--- config.mk ---
export PLATFORM = sky130hd
export DESIGN_NAME = fetch_unit
export DESIGN_NICKNAME = d
export VERILOG_FILES = /design/src/rtl/fetch_unit_pkg.sv /design/src/rtl/if_id_reg.sv /design/src/rtl/fetch_unit.sv
export SDC_FILE = /design/constraint.sdc
export NUM_CORES = 1
export LEC_CHECK = 0
export ABC_AREA = 1
export BUFFER_PORTS_ARGS = -buffer_cell sky130_fd_sc_hd__buf_4
export CAP_MARGIN = 20
export CORE_UTILIZATION = 39
export CTS_CLUSTER_DIAMETER = 100
export DETAILED_ROUTE_END_ITERATION = 6
export PLACE_DENSITY_LB_ADDON = 0.3
export SYNTH_ARGS = -nofsm -noshare
export SYNTH_HDL_FRONTEND = slang
export SYNTH_SLANG_ARGS = --single-unit
--- constraint.sdc ---
create_clock -name clk -period 5.3 [get_ports clk]
set_clock_uncertainty 0.2 [all_clocks]
set_input_delay 0.265 -clock clk [delete_from_list [all_inputs] [get_ports clk]]
set_output_delay 0.265 -clock clk [all_outputs]
set_load 0.05 [all_outputs]
--- src/rtl/fetch_unit_pkg.sv ---
// Shared fetch/decode definitions: opcode encodings, instruction field layout,
// fetch FSM state encodings and fixed vector addresses.
package fetch_unit_pkg;

  localparam int unsigned OPC_W = 5;

  typedef logic [OPC_W-1:0] opcode_t;
  typedef logic [2:0]       fetch_state_t;

  localparam opcode_t OP_LDM = 5'h0C;
  localparam opcode_t OP_LDD = 5'h0D;
  localparam opcode_t OP_STD = 5'h0E;
  localparam opcode_t OP_INT = 5'h1F;

  localparam fetch_state_t S_VEC_HI = 3'd0;
  localparam fetch_state_t S_VEC_LO = 3'd1;
  localparam fetch_state_t S_FETCH  = 3'd2;
  localparam fetch_state_t S_IMM    = 3'd3;
  localparam fetch_state_t S_INT_HI = 3'd4;
  localparam fetch_state_t S_INT_LO = 3'd5;

  localparam int unsigned RST_VEC_HI_ADDR = 0;
  localparam int unsigned RST_VEC_LO_ADDR = 1;
  localparam int unsigned INT_VEC_HI_ADDR = 2;
  localparam int unsigned INT_VEC_LO_ADDR = 3;

  // Opcodes that carry a second (immediate) word.
  function automatic logic is_two_word(input opcode_t opc);
    return (opc == OP_LDM) || (opc == OP_LDD) || (opc == OP_STD);
  endfunction

endpackage

--- src/rtl/if_id_reg.sv ---
// IF/ID pipeline register: stall holds every field, flush drops the valid bit.
module if_id_reg
  import fetch_unit_pkg::*;
#(
  parameter int unsigned PC_WIDTH    = 32,
  parameter int unsigned INSTR_WIDTH = 16
) (
  input  logic                   clk,
  input  logic                   rst,
  input  logic                   i_stall,
  input  logic                   i_flush,
  input  logic                   i_valid,
  input  logic [INSTR_WIDTH-1:0] i_instr,
  input  logic [INSTR_WIDTH-1:0] i_imm,
  input  logic [PC_WIDTH-1:0]    i_pc,
  output logic                   o_valid,
  output logic [INSTR_WIDTH-1:0] o_instr,
  output logic [INSTR_WIDTH-1:0] o_imm,
  output logic [PC_WIDTH-1:0]    o_pc
);

  logic                   r_valid;
  logic [INSTR_WIDTH-1:0] r_instr;
  logic [INSTR_WIDTH-1:0] r_imm;
  logic [PC_WIDTH-1:0]    r_pc;
  logic                   w_load;

  assign w_load = i_valid && !i_flush;

  // Payload only moves with a real emission; bubbles keep the last payload.
  always_ff @(posedge clk) begin
    if (rst) begin
      r_valid <= 1'b0;
      r_instr <= '0;
      r_imm   <= '0;
      r_pc    <= '0;
    end else if (!i_stall) begin
      r_valid <= w_load;
      if (w_load) begin
        r_instr <= i_instr;
        r_imm   <= i_imm;
        r_pc    <= i_pc;
      end
    end
  end

  assign o_valid = r_valid;
  assign o_instr = r_instr;
  assign o_imm   = r_imm;
  assign o_pc    = r_pc;

endmodule

--- src/rtl/fetch_unit.sv ---
// Instruction fetch: reset/interrupt vector load, one- and two-word instruction
// assembly, branch redirect, stall and flush handling.
module fetch_unit
  import fetch_unit_pkg::*;
#(
  parameter int unsigned PC_WIDTH     = 32,
  parameter int unsigned INSTR_WIDTH  = 16,
  parameter int unsigned OPCODE_WIDTH = 5
) (
  input  logic                    clk,
  input  logic                    rst,
  output logic [PC_WIDTH-1:0]     imem_addr,
  input  logic [INSTR_WIDTH-1:0]  imem_rdata,
  input  logic                    stall,
  input  logic                    flush,
  input  logic                    branch_taken,
  input  logic [PC_WIDTH-1:0]     branch_target,
  input  logic                    int_req,
  output logic                    if_valid,
  output logic [INSTR_WIDTH-1:0]  if_instr,
  output logic [INSTR_WIDTH-1:0]  if_imm,
  output logic [PC_WIDTH-1:0]     if_pc,
  output logic [OPCODE_WIDTH-1:0] opcode,
  output logic                    int_ack
);

  fetch_state_t           r_state;
  logic [PC_WIDTH-1:0]    r_pc;
  logic [INSTR_WIDTH-1:0] r_buf;
  logic [INSTR_WIDTH-1:0] r_vec_hi;
  logic                   r_pending;
  logic                   r_int_ack;

  fetch_state_t           w_state_nxt;
  logic [PC_WIDTH-1:0]    w_pc_nxt;
  logic [INSTR_WIDTH-1:0] w_buf_nxt;
  logic [INSTR_WIDTH-1:0] w_vec_hi_nxt;
  logic                   w_pending_nxt;
  logic                   w_int_ack_nxt;

  logic                    w_branch;
  logic                    w_hold;
  logic [OPCODE_WIDTH-1:0] w_fetch_opc;
  logic                    w_two_word;
  logic [PC_WIDTH-1:0]     w_pc_inc;
  logic [PC_WIDTH-1:0]     w_vec_pc;
  logic [INSTR_WIDTH-1:0]  w_int_instr;

  logic                   w_ld_valid;
  logic [INSTR_WIDTH-1:0] w_ld_instr;
  logic [INSTR_WIDTH-1:0] w_ld_imm;
  logic [PC_WIDTH-1:0]    w_ld_pc;

  // Redirects are only honoured while fetching program text, never mid-vector.
  assign w_branch    = branch_taken && ((r_state == S_FETCH) || (r_state == S_IMM));
  assign w_hold      = stall && !w_branch;
  assign w_fetch_opc = imem_rdata[INSTR_WIDTH-1 -: OPCODE_WIDTH];
  assign w_two_word  = is_two_word(OPC_W'(w_fetch_opc));
  assign w_pc_inc    = r_pc + PC_WIDTH'(1);
  assign w_vec_pc    = PC_WIDTH'({r_vec_hi, imem_rdata});
  assign w_int_instr = {OPCODE_WIDTH'(OP_INT), {(INSTR_WIDTH - OPCODE_WIDTH){1'b0}}};

  assign w_pending_nxt = (r_pending && !((r_state == S_INT_LO) && !stall)) || int_req;

  always_comb begin
    case (r_state)
      S_VEC_HI: imem_addr = PC_WIDTH'(RST_VEC_HI_ADDR);
      S_VEC_LO: imem_addr = PC_WIDTH'(RST_VEC_LO_ADDR);
      S_INT_HI: imem_addr = PC_WIDTH'(INT_VEC_HI_ADDR);
      S_INT_LO: imem_addr = PC_WIDTH'(INT_VEC_LO_ADDR);
      default:  imem_addr = r_pc;
    endcase
  end

  always_comb begin
    w_state_nxt   = r_state;
    w_pc_nxt      = r_pc;
    w_buf_nxt     = r_buf;
    w_vec_hi_nxt  = r_vec_hi;
    w_int_ack_nxt = r_int_ack;
    w_ld_valid    = 1'b0;
    w_ld_instr    = imem_rdata;
    w_ld_imm      = '0;
    w_ld_pc       = w_pc_inc;
    if (w_branch) begin
      w_state_nxt   = S_FETCH;
      w_pc_nxt      = branch_target;
      w_buf_nxt     = '0;
      w_int_ack_nxt = 1'b0;
    end else if (!stall) begin
      w_int_ack_nxt = 1'b0;
      case (r_state)
        S_VEC_HI: begin
          w_vec_hi_nxt = imem_rdata;
          w_state_nxt  = S_VEC_LO;
        end
        S_VEC_LO: begin
          w_pc_nxt    = w_vec_pc;
          w_state_nxt = S_FETCH;
        end
        S_FETCH: begin
          if (r_pending) begin
            // Return address is the un-fetched pc, so the word here is replayed.
            w_ld_valid  = 1'b1;
            w_ld_instr  = w_int_instr;
            w_ld_pc     = r_pc;
            w_state_nxt = S_INT_HI;
          end else if (w_two_word) begin
            w_buf_nxt   = imem_rdata;
            w_pc_nxt    = w_pc_inc;
            w_state_nxt = S_IMM;
          end else begin
            w_ld_valid = 1'b1;
            w_pc_nxt   = w_pc_inc;
          end
        end
        S_IMM: begin
          w_ld_valid  = 1'b1;
          w_ld_instr  = r_buf;
          w_ld_imm    = imem_rdata;
          w_pc_nxt    = w_pc_inc;
          w_state_nxt = S_FETCH;
        end
        S_INT_HI: begin
          w_vec_hi_nxt = imem_rdata;
          w_state_nxt  = S_INT_LO;
        end
        S_INT_LO: begin
          w_pc_nxt      = w_vec_pc;
          w_int_ack_nxt = 1'b1;
          w_state_nxt   = S_FETCH;
        end
        default: w_state_nxt = S_VEC_HI;
      endcase
    end
  end

  always_ff @(posedge clk) begin
    if (rst) begin
      r_state   <= S_VEC_HI;
      r_pc      <= '0;
      r_buf     <= '0;
      r_vec_hi  <= '0;
      r_pending <= 1'b0;
      r_int_ack <= 1'b0;
    end else begin
      r_state   <= w_state_nxt;
      r_pc      <= w_pc_nxt;
      r_buf     <= w_buf_nxt;
      r_vec_hi  <= w_vec_hi_nxt;
      r_pending <= w_pending_nxt;
      r_int_ack <= w_int_ack_nxt;
    end
  end

  if_id_reg #(
    .PC_WIDTH   (PC_WIDTH),
    .INSTR_WIDTH(INSTR_WIDTH)
  ) u_if_id_reg (
    .clk    (clk),
    .rst    (rst),
    .i_stall(w_hold),
    .i_flush(flush || w_branch),
    .i_valid(w_ld_valid),
    .i_instr(w_ld_instr),
    .i_imm  (w_ld_imm),
    .i_pc   (w_ld_pc),
    .o_valid(if_valid),
    .o_instr(if_instr),
    .o_imm  (if_imm),
    .o_pc   (if_pc)
  );

  assign opcode  = if_instr[INSTR_WIDTH-1 -: OPCODE_WIDTH];
  assign int_ack = r_int_ack;

endmodule

Word-level counts from Yosys, hierarchy flattened
Cells that the tools add are included.
{"block": "word_totals", "input_bits": 54, "word_cells": 79, "register_bits": 134}
{"block": "classes", "n_mux": 26, "eq_ne": 11, "reduce_logical": 26, "bitwise": 4, "addsub": 1}
{"cell": "$mux W32", "count": 6}
{"cell": "$pmux W32 S4", "count": 1}
{"cell": "$mux W16", "count": 6}
{"cell": "$pmux W32 S3", "count": 1}
{"cell": "$add A32 B1 Y32 const B", "count": 1}
{"cell": "$pmux W16 S2", "count": 1}
{"cell": "$eq A5 B4 Y1 const B", "count": 3}
{"cell": "$pmux W3 S4", "count": 1}
{"cell": "$reduce_and A2 Y1", "count": 4}
{"cell": "$eq A3 B2 Y1 const B", "count": 2}
{"cell": "$eq A3 B3 Y1 const B", "count": 2}
{"cell": "$mux W3", "count": 2}
{"cell": "$reduce_or A2 Y1", "count": 3}
{"cell": "$logic_and A1 B1 Y1", "count": 5}
{"cell": "$logic_or A1 B1 Y1", "count": 5}
{"cell": "$mux W1", "count": 5}
{"cell": "$logic_not A1 Y1", "count": 4}
{"cell": "$mux W2", "count": 2}
{"cell": "$ne A4 B4 Y1 const B", "count": 1}
{"cell": "$not A1 Y1", "count": 4}
{"cell": "$reduce_and A4 Y1", "count": 1}
{"cell": "$reduce_bool A4 Y1", "count": 1}
{"cell": "$eq A3 B1 Y1 const B", "count": 1}
{"cell": "$logic_not A3 Y1", "count": 1}
{"cell": "other kinds (5)", "count": 5}

Logic depth before layout (Yosys ltp)
{"block": "logic_depth", "ltp_word": 10, "depth_mapped": 13, "depth_no_buf": 13}

Modules after synthesis
Synthesis repeated with hierarchy kept, for this count alone.
{"block": "unflattened", "hier_cells": 1478, "area_unflattened_um2": 8754.6}
{"module": "fetch_unit", "area_per_inst_um2": 6073.3, "instances": 1, "seq_area_each_um2": 1381.3, "cells_each": 1067}
{"module": "if_id_reg", "area_per_inst_um2": 2681.3, "instances": 1, "seq_area_each_um2": 1301.2, "cells_each": 411}

Least setup slack after synthesis
Ideal clock, no wire load.
{"block": "synth_timing", "path_type": "reg2out", "start": "reg r_state[1]", "end": "out imem_addr[1]", "path_slack_ps": 3283, "arrival_ps": 1552, "path_stages_with_launch": 3, "cell_sequence": "dfxtp_1 > buf_4 > o21ai_0"}
{"block": "synth_between", "elab_chain_len": 2, "elab_cells_between_ends": 5}
{"item": "from (decl)", "line_no": "fetch_unit.sv:27", "rtl": "fetch_state_t r_state;"}
{"item": "from (signal assigned)", "line_no": "fetch_unit.sv:147", "rtl": "r_state <= w_state_nxt;"}
{"item": "$eq A3 B3 Y1 (tied with other cells)", "line_no": "fetch_unit.sv:66", "rtl": "case (r_state)"}
{"item": "$pmux W32 S4 (*)", "line_no": "fetch_unit.sv:66"}
{"item": "to (decl)", "line_no": "fetch_unit.sv:12", "rtl": "output logic [PC_WIDTH-1:0] imem_addr,"}
Mark *: on every way between the ends. The rest lies on a longest branch, timed or not.

Worst setup path in the final report
{"block": "layout_timing", "start": "reg r_state[2]", "end": "reg u_if_id_reg.r_instr[0] (netlist: u_if_id_reg.o_instr[0])"}
{"block": "layout_between", "elab_chain_len": 7, "elab_cells_between_ends": 17}
{"item": "parallel branches: the longest is 7 deep, another holds $eq A3 B2 Y1"}
{"item": "to (signal assigned)", "line_no": "if_id_reg.sv:40", "rtl": "r_instr <= i_instr;"}
{"item": "to (decl)", "line_no": "if_id_reg.sv:23", "rtl": "logic [INSTR_WIDTH-1:0] r_instr;"}
Parallel ways; which one is timed is not known.
A chain may end at the register's enable or synchronous reset.

==> reports/qor.json <==
{
  "routed_wl_mm": 26.8,
  "routed-via-count": 8635,
  "timing.max_slew.rel_slack_pct": 50.6,
  "cts.reportedPaths.clkPinSlew_ns": 0.06,
  "yosysUniqueCellTypes": 36,
  "first_pass_grt_wire_length_mm": 41.8,
  "global_route.overflow_total": 0,
  "area_of_the_mapped_netlist_um2": 7760,
  "finish.net_count": 1430,
  "grt_setup_unrepaired": "no",
  "rows": 51,
  "end_kind": "register",
  "hold-worst-slack_ns": 0.0271,
  "worst_hold_path_type": "in -> reg",
  "timing_hold_violations_final": 0,
  "number_of_standard_cells_after_synthesis": 1250,
  "clock_tree.root_cell": "clkbuf_16",
  "place_hpwl_mm": 17.9,
  "ff2ff_setup_slack_ns": 2.17,
  "number_of_synthesized_register_bits": 134,
  "tightestPinTransition_ns": 0.739,
  "clock_path_buffers": 2,
  "report.final.slew_viol_count": 0,
  "post-route-min-period_ns": 3.13,
  "remaining_antenna_violation_count_after_routing": 0,
  "synth_async_sr_flop_share_pct": 0,
  "post-cts-setup-buffer-count": 0,
  "final_area_um2": 9840,
  "viasPerCell": 5.23,
  "clk-insertion-delay-late_ns": 0.43,
  "crit-reg2reg-launch": "r_state[2]",
  "arrival_time_worst_endpoint_ns": 3.28,
  "ios": 157,
  "post-route-util_pct": 50.6,
  "regToRegEndpoint": "u_if_id_reg.o_instr[0]",
  "multi_input_area_um2": 4190,
  "cts_tree": "done",
  "synth_most_common_cell": "nand2_1",
  "post_layout_nonfiller_instances": 1652,
  "status": "finished, final reports clean",
  "yosys.area.top_type": "dfxtp_1",
  "yosys_warnings": 0,
  "antennaDiodeCount": 0,
  "flow.area_growth_from_synthesis_pct": 26.8,
  "cts_sinks": 134,
  "grt_util_all_layers_pct": 26.7,
  "synth.area.top_cells": "dfxtp_1 35%, nand2_1 18%, a21oi_1 9.9%",
  "antenna_found_initial": 0,
  "cp-endpoint": "u_if_id_reg.o_instr[0]",
  "detailedRoute.firstIterationViolations": 659,
  "placedInstanceArea_um2": 8950,
  "netlist.area_leader.share_pct": 34.6,
  "globalplace.congestion": 0.928,
  "synth.top_cells.by_count": "366 x nand2_1, 153 x a21oi_1, 134 x dfxtp_1",
  "finalSetupTns_ns": 0,
  "critPathRequiredTime_ns": 5.45,
  "floorplan.die_area_um2": 20500,
  "seq_area_frac_synth_pct": 34.6,
  "synth-edff-count": 0,
  "numPortBuffers": 156,
  "avgSynthCellArea_um2": 6.21,
  "max_freq_mhz": 320,
  "crit_start": "r_state[2]",
  "postSynth.topFlopCell": "dfxtp_1",
  "cp-start-kind": "register",
  "worstHoldPathCells": 5,
  "die_x_um": 143,
  "drt_first_pass_iters": 5,
  "sequential_area_um2": 2680,
  "max_cap_viol_count": 0,
  "initial_core_util_pct": 39.9,
  "drive_gt1_share_pct": 16.1,
  "core_um2": 19500,
  "post_drt_wl_per_cell_um": 16.2,
  "reg2regPathDepth": 11,
  "route.detailed.drc": 0,
  "criticalPathCategory": "reg -> reg",
  "die_h_um": 143,
  "vdd_drop_max_v": 0.000253,
  "final_critical_path_share_of_the_clock_period_pct": 59.0,
  "final.fill_count": 1960,
  "largest_net_degree_at_the_start_of_global_routing": 62,
  "syn-num-nets": 1305,
  "cts_made_buffers": 17,
  "static-leakage-power_uw": 0.00441,
  "place_inst": 1600,
  "cts-htree-levels": 4,
  "pwr_density_cell_nw_per_um2": 314,
  "path_max_fanout": 59,
  "setup-violations-final": 0,
  "first_global_vias": 7732
}
-- final cells by class --
type	count	share of cell area, %
Multi-Input combinational cell	903	42.6
Sequential cell	134	27.3
Inverter	131	5.00
Clock inverter	12	2.54
Tap cell	265	3.37
Timing Repair Buffer	188	14.9
Clock buffer	19	4.40
-- cell families (layout without fill, tap and decap cells) --
logic type                 count (synthesis)  after routing  share of synthesized area [%]
DFF                                      134            134                           34.6
adders and majority gates                  1              1                          0.161
AOI/OAI and AO/OA                        288            288                           20.0
buffers and inverters                    213            350                           11.6
muxes                                      1              1                          0.129
xor gates and xnor gates                  17             17                           1.92
and+or+nand+nor                          596            596                           31.6
-- flip-flops by register name (all words and copies together) (netlist names) --
signal               cells
r_pc                    32
u_if_id_reg.o_pc        32
r_buf                   16
r_vec_hi                16
u_if_id_reg.o_imm       16
u_if_id_reg.o_instr     16
r_state                  3
int_ack                  1
r_pending                1
u_if_id_reg.o_valid      1
-- cell usage in the layout, fill, tap and decap left out, drive strengths merged --
master,instances
nand2,369
buf,167
a21oi,153
dfxtp,134
inv,132
nor2,127
o21ai,95
nand3,94
o211ai,30
dlygate4sd3,21
clkbuf,19
xor2,15
bufinv,7
a31oi,5
clkinv,4
nand3b,3
xnor2,2
o2111ai,2
nor3,2
mux2i,1
o22ai,1
a311oi,1
a22o,1
nor3b,1
ha,1
-- timing repair --
item / 4_1_cts / 5_1_grt
endpoints found under the hold margin: 55 / 0
resized for setup: 0 / 0
endpoints found under the setup margin: 0 / 0
hold buffers: 21 / 0
-- stage by stage --
stage | power (uW) | setup slack (ns)
global route | 3210 | 1.97
CTS | 3090 | 2.19
global placement | 1680 | 2.40
finish | 3090 | 2.17
detailed placement | 1690 | 2.27
floorplan | 1510 | 3.28
-- worst max-delay path, stage by stage, from the launching register on --
cell     delay (ns)
dfxtp_1        0.43
inv_2          0.09
nand2_4        0.09
inv_2          0.06
nand2_2        0.43
nand2_2        0.20
nor2_4         0.18
nand3_2        0.10
inv_2          0.27
buf_4          0.56
o21ai_0        0.22
a21oi_1        0.19
-- report_power, final --
| part | internal [uW] | leakage (uW) | switching [uW] |
|---|---|---|---|
| Combinational | 178 | 0.00299 | 399 |
| Clock | 930 | 0.000332 | 474 |
| Sequential | 1060 | 0.00109 | 51.4 |
| Total | 2160 | 0.00441 | 924 |
-- routing by layer --
metal | global-route usage [%] | up-vias | routed length [um]
met3 | 5.50 | 66 | 2110
met4 | 12.1 | 0 | 934
met2 | 43.1 | 368 | 12200
met1 | 34.2 | 3939 | 11600
met5 | 0 | - | 0
li1 | - | 4262 | -
-- worst min-delay path by stage --
stage	to	start
6_report	r_pc[3]	branch_target[3]
5_1_grt	r_pc[28]	branch_target[28]
4_1_cts	r_pc[3]	branch_target[3]
3_5_place_dp	r_buf[15]	r_buf[15]
3_3_place_gp	r_buf[15]	r_buf[15]
2_1_floorplan	r_pending	int_req
Power figures use the tool's default switching activity.
